==> config.mk <==
export PLATFORM = sky130hd
export DESIGN_NAME = div_ctrl
export DESIGN_NICKNAME = d
export VERILOG_FILES = /design/src/rtl/div_ctrl.sv
export SDC_FILE = /design/constraint.sdc
export NUM_CORES = 1
export LEC_CHECK = 0
export ABC_AREA = 1
export ABC_CLOCK_PERIOD_IN_PS = 2500
export CAP_MARGIN = 20
export CORE_MARGIN = 2
export CORE_UTILIZATION = 40
export DETAILED_ROUTE_END_ITERATION = 10
export PLACE_DENSITY = 0.66
export SLEW_MARGIN = 10
export SYNTH_ARGS = -nofsm -noshare
export SYNTH_HDL_FRONTEND = slang
export SYNTH_SLANG_ARGS = --single-unit
==> constraint.sdc <==
create_clock -name clk -period 2.5 [get_ports clk]
set_input_delay 0.625 -clock clk [delete_from_list [all_inputs] [get_ports clk]]
set_output_delay 0.625 -clock clk [all_outputs]
set_load 0.05 [all_outputs]
==> src/rtl/div_ctrl.sv <==
// Sequencing controller for the shared 32-bit iterative divider (RISC-V DIV/DIVU/REM/REMU).
// Optional one-entry result cache enabled by defining DIV_CTRL_CACHE_EN.
module div_ctrl #(
  parameter int unsigned TAG_W = 5
) (
  input  logic             clk,
  input  logic             reset,
  input  logic             flush,
  input  logic             req_valid,
  output logic             req_ready,
  input  logic [1:0]       req_op,
  input  logic [31:0]      req_a,
  input  logic [31:0]      req_b,
  input  logic [TAG_W-1:0] req_tag,
  output logic             resp_valid,
  input  logic             resp_ready,
  output logic [31:0]      resp_data,
  output logic [TAG_W-1:0] resp_tag,
  output logic             busy,
  output logic [31:0]      core_dividend,
  output logic [31:0]      core_divisor,
  input  logic [31:0]      core_q,
  input  logic [31:0]      core_r,
  input  logic             core_ready
);

  typedef enum logic [1:0] {IDLE, LAUNCH, BUSY, DONE} state_t;

  state_t      state;
  logic        op_rem;
  logic        neg_q;
  logic        neg_r;

  logic        req_sgn;
  logic        div_zero;
  logic        sgn_ovf;
  logic [31:0] abs_a;
  logic [31:0] abs_b;
  logic [31:0] special_data;
  logic [31:0] q_fix;
  logic [31:0] r_fix;
  logic        cache_hit;
  logic [31:0] cache_data;
  logic        capture;

  assign req_ready = (state == IDLE);

  always_comb begin
    req_sgn      = ~req_op[0];
    div_zero     = (req_b == '0);
    sgn_ovf      = req_sgn && (req_a == 32'h8000_0000) && (req_b == '1);
    abs_a        = (req_sgn && req_a[31]) ? -req_a : req_a;
    abs_b        = (req_sgn && req_b[31]) ? -req_b : req_b;
    special_data = '0;
    if (div_zero)
      special_data = req_op[1] ? req_a : '1;
    else
      special_data = req_op[1] ? '0 : 32'h8000_0000;
    q_fix   = neg_q ? -core_q : core_q;
    r_fix   = neg_r ? -core_r : core_r;
    capture = (state == BUSY) && !flush && core_ready;
  end

`ifdef DIV_CTRL_CACHE_EN
  logic        cache_valid;
  logic [31:0] cache_a;
  logic [31:0] cache_b;
  logic        cache_sgn;
  logic [31:0] cache_q;
  logic [31:0] cache_r;
  logic [31:0] op_a;
  logic [31:0] op_b;
  logic        op_sgn;

  always_comb begin
    cache_hit  = cache_valid && (cache_a == req_a) && (cache_b == req_b) && (cache_sgn == req_sgn);
    cache_data = req_op[1] ? cache_r : cache_q;
  end

  // Entries hold sign-corrected results; a hit requires equal operands and signedness,
  // so the correction applied at capture is the one the new request would need.
  always_ff @(posedge clk) begin
    if (reset) begin
      cache_valid <= 1'b0;
      cache_a     <= '0;
      cache_b     <= '0;
      cache_sgn   <= 1'b0;
      cache_q     <= '0;
      cache_r     <= '0;
      op_a        <= '0;
      op_b        <= '0;
      op_sgn      <= 1'b0;
    end else begin
      if (state == IDLE && req_valid && !flush) begin
        op_a   <= req_a;
        op_b   <= req_b;
        op_sgn <= req_sgn;
      end
      if (capture) begin
        cache_valid <= 1'b1;
        cache_a     <= op_a;
        cache_b     <= op_b;
        cache_sgn   <= op_sgn;
        cache_q     <= q_fix;
        cache_r     <= r_fix;
      end
    end
  end
`else
  always_comb begin
    cache_hit  = 1'b0;
    cache_data = '0;
  end
`endif

  always_ff @(posedge clk) begin
    if (reset) begin
      state         <= IDLE;
      op_rem        <= 1'b0;
      neg_q         <= 1'b0;
      neg_r         <= 1'b0;
      resp_valid    <= 1'b0;
      resp_data     <= '0;
      resp_tag      <= '0;
      busy          <= 1'b0;
      core_dividend <= '0;
      core_divisor  <= '0;
    end else if (flush && state != IDLE) begin
      state      <= IDLE;
      resp_valid <= 1'b0;
      busy       <= 1'b0;
    end else begin
      case (state)
        IDLE: begin
          if (req_valid && !flush) begin
            busy     <= 1'b1;
            op_rem   <= req_op[1];
            neg_q    <= req_sgn && (req_a[31] ^ req_b[31]);
            neg_r    <= req_sgn && req_a[31];
            resp_tag <= req_tag;
            if (div_zero || sgn_ovf) begin
              resp_data  <= special_data;
              resp_valid <= 1'b1;
              state      <= DONE;
            end else if (cache_hit) begin
              resp_data  <= cache_data;
              resp_valid <= 1'b1;
              state      <= DONE;
            end else begin
              core_dividend <= abs_a;
              core_divisor  <= abs_b;
              state         <= LAUNCH;
            end
          end
        end
        LAUNCH: begin
          if (core_ready)
            state <= BUSY;
        end
        BUSY: begin
          if (capture) begin
            resp_data  <= op_rem ? r_fix : q_fix;
            resp_valid <= 1'b1;
            state      <= DONE;
          end
        end
        DONE: begin
          if (resp_ready) begin
            resp_valid <= 1'b0;
            busy       <= 1'b0;
            state      <= IDLE;
          end
        end
        default: state <= IDLE;
      endcase
    end
  end

endmodule

# Word level (Yosys, flattened, before mapping)
# Index checks and enable logic that the tools add are counted.
[classes]
addsub = 4
muxes = 25
n_eq_ne = 10
reduce_logical = 24
bitwise_logic = 4
[op_table]
columns = ["cell", "count"]
rows = [
  ["32-bit 2-to-1 mux", 11],
  ["32-bit negator", 4],
  ["32-bit equality test, second input constant", 2],
  ["32-bit case mux with 2 select lines", 1],
  ["32-bit logical NOT", 1],
  ["2-bit 2-to-1 mux", 5],
  ["5-bit AND reduction", 2],
  ["1-bit logical AND", 9],
  ["2-bit case mux with 4 select lines", 1],
  ["4-bit AND reduction", 2],
  ["2-bit inequality test, second input constant", 3],
  ["3-bit AND reduction", 2],
  ["2-bit nonzero test", 3],
  ["1-bit 2-to-1 mux", 5],
  ["2-bit equality test, second input constant", 2],
  ["2-bit by 1-bit inequality test with 1-bit output, second input constant", 2],
  ["1-bit inverter", 3],
  ["1-bit case mux with 3 select lines", 1],
  ["3-bit nonzero test", 1],
  ["2-bit by 1-bit equality test with 1-bit output, second input constant", 1],
  ["2-bit logical NOT", 1],
  ["1-bit case mux with 2 select lines", 1],
  ["2-bit OR reduction", 1],
  ["1-bit logical NOT", 1],
  ["2 further kinds", 2],
]
[totals]
regBits = 108
input_bits = 141
output_inout_bits = 104
elab_cells = 77

# Longest topological paths before layout
# Gate-level depths: netlist of the first run.
[depth]
word_depth = 7
depth_mapped = 15

# Least setup slack after synthesis of the first run
# Ideal clock, no wire load.
[synth_timing]
kind = "reg-to-reg"
startpoint = "reg state[0]"
endpoint = "reg resp_data[20]"
setup_slack_ns = 0.326
period_less_slack_ns = 2.174
t_required_ns = 2.391
stages_incl_launch_ff = 11
setup_ns = 0.109
arrival_time_ns = 2.066
cell_sequence = "dfxtp_1 -> inv_1 -> ha_1 -> nor2_1 -> a211oi_2 -> nand2_4 -> buf_6 -> nor2_1 -> nand2_1 -> nand2_1 -> inv_1"
[synth_rtl]
columns = ["element", "line", "text"]
rows = [
  ["start, declared", "29", "state_t state;"],
  ["start signal, assigned", "118", "state <= IDLE;"],
  ["start signal, assigned", "129", "state <= IDLE;"],
  ["start signal, assigned", "144", "state <= DONE;"],
  ["2-bit logical NOT *", "--", ""],
  ["named net req_ready", "10", "output logic req_ready,"],
  ["2-bit by 1-bit inequality test with 1-bit output (no line) / 2-bit nonzero test (equally long branches)", "--", ""],
  ["5-bit AND reduction (no line)", "--", ""],
  ["end signal, assigned", "142", "resp_data <= special_data;"],
  ["end signal, assigned", "146", "resp_data <= cache_data;"],
  ["end signal, assigned", "162", "resp_data <= op_rem ? r_fix : q_fix;"],
  ["end, declared", "17", "output logic [31:0] resp_data,"],
]
# The timed path passes the listed nets; every way through them passes the cells marked *.
# A chain may end at the register's enable or synchronous reset.

# Worst setup path after layout of the first run
[layout_timing]
startpoint = "in req_a[5]"
endpoint = "reg core_divisor[31]"
[layout_via]
elab_chain_len = 6
[layout_lines]
columns = ["element", "line", "text"]
rows = [
  ["start, declared", "12", "input logic [31:0] req_a,"],
  ["32-bit equality test", "51", "sgn_ovf = req_sgn && (req_a == 32'h8000_0000) && (req_b == '1);"],
  ["1-bit logical AND (2 in series)", "51", ""],
  ["1-bit logical OR", "141", "if (div_zero || sgn_ovf) begin"],
  ["1-bit inverter (no line)", "--", ""],
  ["4-bit AND reduction (no line)", "--", ""],
  ["end signal, assigned", "151", "core_divisor <= abs_b;"],
  ["end, declared", "21", "output logic [31:0] core_divisor,"],
]
# Every way passes these cells.

==> results of run 1 <==
[cells by family after synthesis]
logic type      count (synthesis)  share of synthesized area (%)
simple gates                 1011                          46.97
compound gates                232                          13.62
buf+inv                       228                          10.18
flops                         108                          24.17
xor+xnor                       36                          3.524
fa+ha+maj                      11                          1.538
[flip-flops by register name, indices dropped and copies added (netlist names)]
name	count
resp_valid	1
neg_r	1
core_dividend	32
resp_tag	5
op_rem	1
resp_data	32
core_divisor	32
busy	1
state	2
neg_q	1
[area by class of cell]
cell class	instances	share of cell area, %
clock inverters	5	0.4973
flip-flops and latches	108	16.21
clock buffers	11	1.820
multi-input cells	1290	44.39
repair buffers	437	29.80
inverters	164	4.654
well taps	280	2.627
[stage by stage]
step	TNS (ns)	cells
after floorplan	0	1626
after global placement	-20.56	2277
after detailed placement	-24.19	2277
after CTS	0	2293
after global routing	-0.1360	2295
final	0	2295
[final timing paths]
path | endpoint | cells past startpoint
setup / recovery | core_divisor[31]$_SDFFE_PP0P_ | 13
hold / removal | core_divisor[2]$_SDFFE_PP0P_ | 2
setup reg to reg | resp_data[25]$_SDFFE_PP0P_ | 9
hold reg to reg | core_divisor[2]$_SDFFE_PP0P_ | 2
[power groups by stage]
stage | combinational (mW) | sequential (mW) | clock [mW]
after floorplan | 2.13 | 3.34 | 0
after global placement | 5.01 | 2.34 | 0
after detailed placement | 5.07 | 2.33 | 0
after CTS | 5.08 | 2.31 | 1.58
after global routing | 5.63 | 2.34 | 1.64
final | 5.19 | 2.31 | 1.56
[critical path, stage by stage]
cell and delay (ns):
clkdlybuf4s50_1 0.45, nor2_1 0.23, nand2_1 0.13, nor2_4 0.15, nand2_1 0.10, nor2_2 0.14
nand3_2 0.14, nand4_1 0.14, buf_4 0.18, buf_12 0.19, nand2_1 0.06, nand2_1 0.06
nor2_1 0.04
[layer usage]
metal  track usage [%]  vias to the layer above  part of all wire [%]
met3             3.777                       39                   6.8
met2             46.26                      425                    43
met1             42.87                     5278                    48
li1                  -                     5928                     -
met5                 0                        -                     0
met4             6.772                        0                   1.9
[synthesized netlist by cell type (all sizes together), types with 4 or more instances]
cell and number:
nand3b 16, nand2 488, o21ai 109, nand3 141
or2 13, nand4 21, xnor2 7, buf 24
clkbuf 40, inv 162, xor2 29, nor2 318
nor3 11, o21bai 4, o211ai 5, a21oi 107
ha 11, dfxtp 108
[timing repair]
item / CTS / global route
setup endpoints to repair: 0 / 94
buffers inserted: 0 / 1
gates resized for setup: 0 / 16
==> results.py, run 1 <==
metrics = {
    "status": {
        "status": "complete, no violations",
    },
    "timing": {
        "setup_viol": 0,
        "whs_ns": 0.4663,
        "setup_slack_ns": 0.1015,
        "fmax_mhz": 416.9,
        "worstMarginPinSlew_ns": 0.6389,
        "post-route-min-period_ns": 2.399,
        "hold_viol": 0,
        "final_max_slew_viol_count": 0,
        "finalCritPeriodShare_pct": 95.94,
        "finClkSkew_ns": 0.01116,
        "slew_headroom_pct": 57.36,
    },
    "detailed_routing": {
        "first_pass_iters": 5,
        "via_count": 11670,
        "wirelength_um": 35710,
        "wire_per_inst_um": 15.56,
        "drt_iter0_markers": 928,
        "ant_nets": 0,
        "via_per_inst": 5.085,
        "drc": 0,
    },
    "logic_synthesis": {
        "synth_top_area_cell": "dfxtp_1",
        "synth_edf_count": 0,
        "synth_top_area_share_pct": 24.17,
        "synth-seq-cells": 108,
        "synth_flop_cell": "dfxtp_1",
        "seq_area_frac_synth_pct": 24.17,
        "synth_area_per_cell_um2": 5.502,
        "synth_warnings": 0,
        "synth.distinct_cells": 36,
        "syn_nets": 1778,
        "synthArstFlopShare_pct": 0,
        "syn_inst": 1626,
        "synth_area_um2": 8946,
        "yosys-top-cells-area": "dfxtp_1 (24%), nand2_1 (20%), nor2_1 (13%)",
    },
    "placed_design": {
        "globalplace.congestion": 0.9738,
        "pre_cts_ws_ns": -0.3404,
        "dpl_cell_area_um2": 12950,
        "dp_hpwl_um": 28770,
        "port-buffer-count": 244,
    },
    "critical_path": {
        "crit_arrival_ns": 2.64,
        "critPathRequiredTime_ns": 2.74,
        "worstSetupPathType": "primary input to flop",
        "path_max_fanout": 22,
        "reg2reg_slack_ns": 0.26,
        "crit_start": "req_a[5]",
        "critPathCaptureType": "flop",
        "r2r_start": "state[1]$_SDFFE_PP0P_",
        "critPathLaunchType": "primary input",
    },
    "clock_tree": {
        "clk_pin_slew_ns": 0.08,
        "clock_path_buffers": 2,
        "cts.sinks": 108,
        "cts_buffers": 9,
        "htree_levels": 3,
        "cts-root-buf": "clkbuf_16",
        "hold_buffers": 0,
        "clk_latency_ns": 0.37,
        "cts_tree": "built",
    },
    "cells_and_area": {
        "final_util_pct": 60.92,
        "drive_gt1_share_pct": 12.66,
        "regArea_um2": 2162,
        "layout_commonest_cell": "nand2_1",
        "fin_nets": 2162,
        "post-route-cell-area_um2": 13340,
        "area_growth_pct": 49.06,
        "fillers": 2223,
        "antennaDiodeCount": 0,
        "final_cell_mix": "nand2_1 (485), nor2_1 (303), clkdlybuf4s50_1 (241), buf_4 (187), inv_1 (159)",
        "multi_input_area_um2": 5919,
    },
    "power_and_ir_drop": {
        "p_int_mw": 4.734,
        "p_sw_share_pct": 47.78,
        "p_switching_mw": 4.331,
        "combPwrFrac_pct": 57.2,
        "p_per_area_nw_per_um2": 679.8,
        "clock_power_share_pct": 17.3,
        "seqPwrFrac_pct": 25.5,
        "ir_drop_uv": 715.9,
        "leakage_nw": 6.007,
        "power.total_mw": 9.065,
    },
    "floorplan": {
        "die_h_um": 153.6,
        "core-area_um2": 21890,
        "dieArea_um2": 23580,
        "row_count": 54,
        "die_x_um": 153.6,
        "initial_core_util_pct": 40.87,
        "ios": 245,
    },
    "global_routing": {
        "grt_overflow": 0,
        "grt_pass1_wl_um": 56330,
        "grt_max_degree": 45,
        "grt.total_usage_pct": 29.42,
        "antenna_found_initial": 0,
        "grt_pass1_vias": 10745,
    },
    "hold_path": {
        "min_path_type": "flop to flop",
        "hp-start": "core_divisor[2]$_SDFFE_PP0P_",
    },
    "flow_run": {
        "max_cap_violations": 0,
    },
}
No activity file was read; power rests on OpenSTA's default activity.
==> inputs of run 2 (changes only) <==
Settings changed: GPL_TIMING_DRIVEN set to 0.
==> run 2 against run 1 <==
Compared with the run above:
- clock-buffer cell count decreased by 2
- sequential power about the same
- hold slack about the same
- highest routed layer unchanged
==> results.py, run 2 (synthesis gave the netlist of run 1 again) <==
metrics = {
    "status": {
        "status": "complete, no violations",
    },
    "critical_path": {
        "r2r_cells": 10,
        "critPathRequiredTime_ns": 2.80,
        "reg2reg_slack_ns": 0.08,
        "worstReg2RegEnd": "resp_data[26]$_SDFFE_PP0P_",
        "crit_start": "state[0]$_SDFFE_PP0P_",
        "r2r_start": "state[0]$_SDFFE_PP0P_",
        "critPathLaunchType": "flop",
        "worstSetupPathType": "flop to flop",
        "path_max_fanout": 7,
        "critPathCaptureType": "flop",
        "crit_arrival_ns": 2.72,
    },
    "detailed_routing": {
        "drc": 0,
        "first_pass_iters": 8,
        "wirelength_um": 37770,
        "wire_per_inst_um": 17.33,
        "via_per_inst": 5.252,
        "via_count": 11449,
        "ant_nets": 0,
        "drt_iter0_markers": 870,
    },
    "placed_design": {
        "port-buffer-count": 242,
        "dp_hpwl_um": 30520,
        "dpl_cell_area_um2": 11720,
        "globalplace.congestion": 0.9679,
    },
    "clock_tree": {
        "cts.sinks": 108,
        "htree_levels": 3,
        "clk_pin_slew_ns": 0.08,
        "clk_latency_ns": 0.37,
        "cts_tree": "built",
        "cts-root-buf": "clkbuf_16",
        "hold_buffers": 0,
        "clock_path_buffers": 2,
        "cts_buffers": 9,
    },
    "power_and_ir_drop": {
        "p_per_area_nw_per_um2": 737.4,
        "leakage_nw": 5.621,
        "ir_drop_uv": 723.6,
    },
    "floorplan": {
        "dieArea_um2": 23580,
        "die_h_um": 153.6,
        "ios": 245,
        "row_count": 54,
        "die_x_um": 153.6,
        "core-area_um2": 21890,
        "initial_core_util_pct": 40.87,
    },
    "hold_path": {
        "hold_depth": 2,
        "hold-path-endpoint": "core_dividend[22]$_SDFFE_PP0P_",
        "hp-start": "core_dividend[22]$_SDFFE_PP0P_",
        "min_path_type": "flop to flop",
    },
    "cells_and_area": {
        "reg_top3": "core_dividend: 32 flops, core_divisor: 32 flops, resp_data: 32 flops",
        "area_growth_pct": 39.48,
        "post-route-cell-area_um2": 12480,
        "final_cell_mix": "nand2_1 (484), nor2_1 (286), clkdlybuf4s50_1 (193), inv_1 (155), nand3_1 (137)",
        "final_util_pct": 57.00,
        "layout_commonest_cell": "nand2_1",
        "drive_gt1_share_pct": 6.533,
        "fin_nets": 2045,
    },
    "global_routing": {
        "antenna_found_initial": 1,
        "grt_max_degree": 21,
        "grt_pass1_vias": 10554,
        "grt_overflow": 0,
        "grt_pass1_wl_um": 58600,
        "grt.total_usage_pct": 31.31,
    },
    "timing": {
        "finClkSkew_ns": 0.01452,
        "final_max_slew_viol_count": 0,
        "hold_viol": 0,
        "rsz0062_at_grt": "no",
        "fmax_mhz": 413.1,
        "setup_viol": 0,
        "whs_ns": 0.4665,
        "slew_headroom_pct": 42.54,
        "post-route-min-period_ns": 2.421,
        "finalCritPeriodShare_pct": 96.82,
        "worstMarginPinSlew_ns": 0.8620,
    },
    "flow_run": {
        "max_cap_violations": 0,
    },
}
==> run 2: changes by cell type in the layout (fill, tap and decap cells not counted), moves of 5 or more <==
| cell | delta |
|---|---|
| nor2_1 | -17 |
| buf_12 | -5 |
| dlygate4sd2_1 | +15 |
| nor2_4 | +9 |
| buf_4 | -166 |
| nor2_2 | +8 |
| dlymetal6s2s_1 | +32 |
| clkbuf_1 | +36 |
| clkdlybuf4s50_1 | -48 |
==> run 2: worst max path at each step <==
stage / end / slack [ns] / cells after the start
floorplan: resp_data[20]$_SDFFE_PP0P_ / 0.33 / 10
global placement: core_divisor[31]$_SDFFE_PP0P_ / -0.77 / 15
detailed placement: core_divisor[31]$_SDFFE_PP0P_ / -0.80 / 15
CTS: resp_data[26]$_SDFFE_PP0P_ / 0.002 / 14
global route: resp_data[8]$_SDFFE_PP0P_ / 0.0003 / 13
finish: resp_data[26]$_SDFFE_PP0P_ / 0.08 / 10
==> run 2: power by group <==
group	switching, mW	internal [mW]
clock network	0.775	0.805
registers	0.241	2.06
logic	3.51	1.81
==> run 2: worst max-delay path: stages (launching register included) <==
cell and delay [ns]:
dfxtp_1 0.41, inv_1 0.10, ha_1 0.22, inv_1 0.31, a21oi_1 0.18, a211oi_4 0.45, nand2_8 0.15, bufbuf_16 0.30
nand2_1 0.05, nand2_1 0.04, a21oi_1 0.13
==> run 2: per-stage QoR <==
step	power, mW	worst slack [ns]	instances	TNS, ns
2_1_floorplan	5.471	0.3256	1626	0
3_3_place_gp	7.228	-0.7737	2148	-59.16
3_5_place_dp	7.276	-0.8043	2148	-65.01
4_1_cts	9.175	0.001743	2173	0
5_1_grt	9.739	0.0002531	2179	0
6_report	9.201	0.07940	2180	0
==> run 2: final cells by class <==
cell class / count / area (um^2)
multi-input cells: 1290 / 6040
clock inverters: 7 / 91.34
fillers: 2339 / 9413
plain buffers: 64 / 347.8
clock buffers: 9 / 225.2
inverters: 164 / 620.6
diodes: 2 / 5.005
repair buffers: 256 / 2636
flip-flops and latches: 108 / 2162
well taps: 280 / 350.3
==> run 2: per-layer routing <==
layer	vias to the layer above	wire length, um	share of wire [%]	global-route usage (%)
met1	5175	16820	45	42.72
met2	510	16720	44	50.18
li1	5700	-	-	-
met4	0	1267	3.4	11.58
met3	64	2957	7.8	4.707
met5	-	0	0	0
==> run 2: timing repair <==
action | CTS | global route
buffers inserted | 7 | 5
endpoints found under the setup margin | 98 | 98
cloned | 2 | 0
pin swaps | 5 | 11
resized for setup | 64 | 64
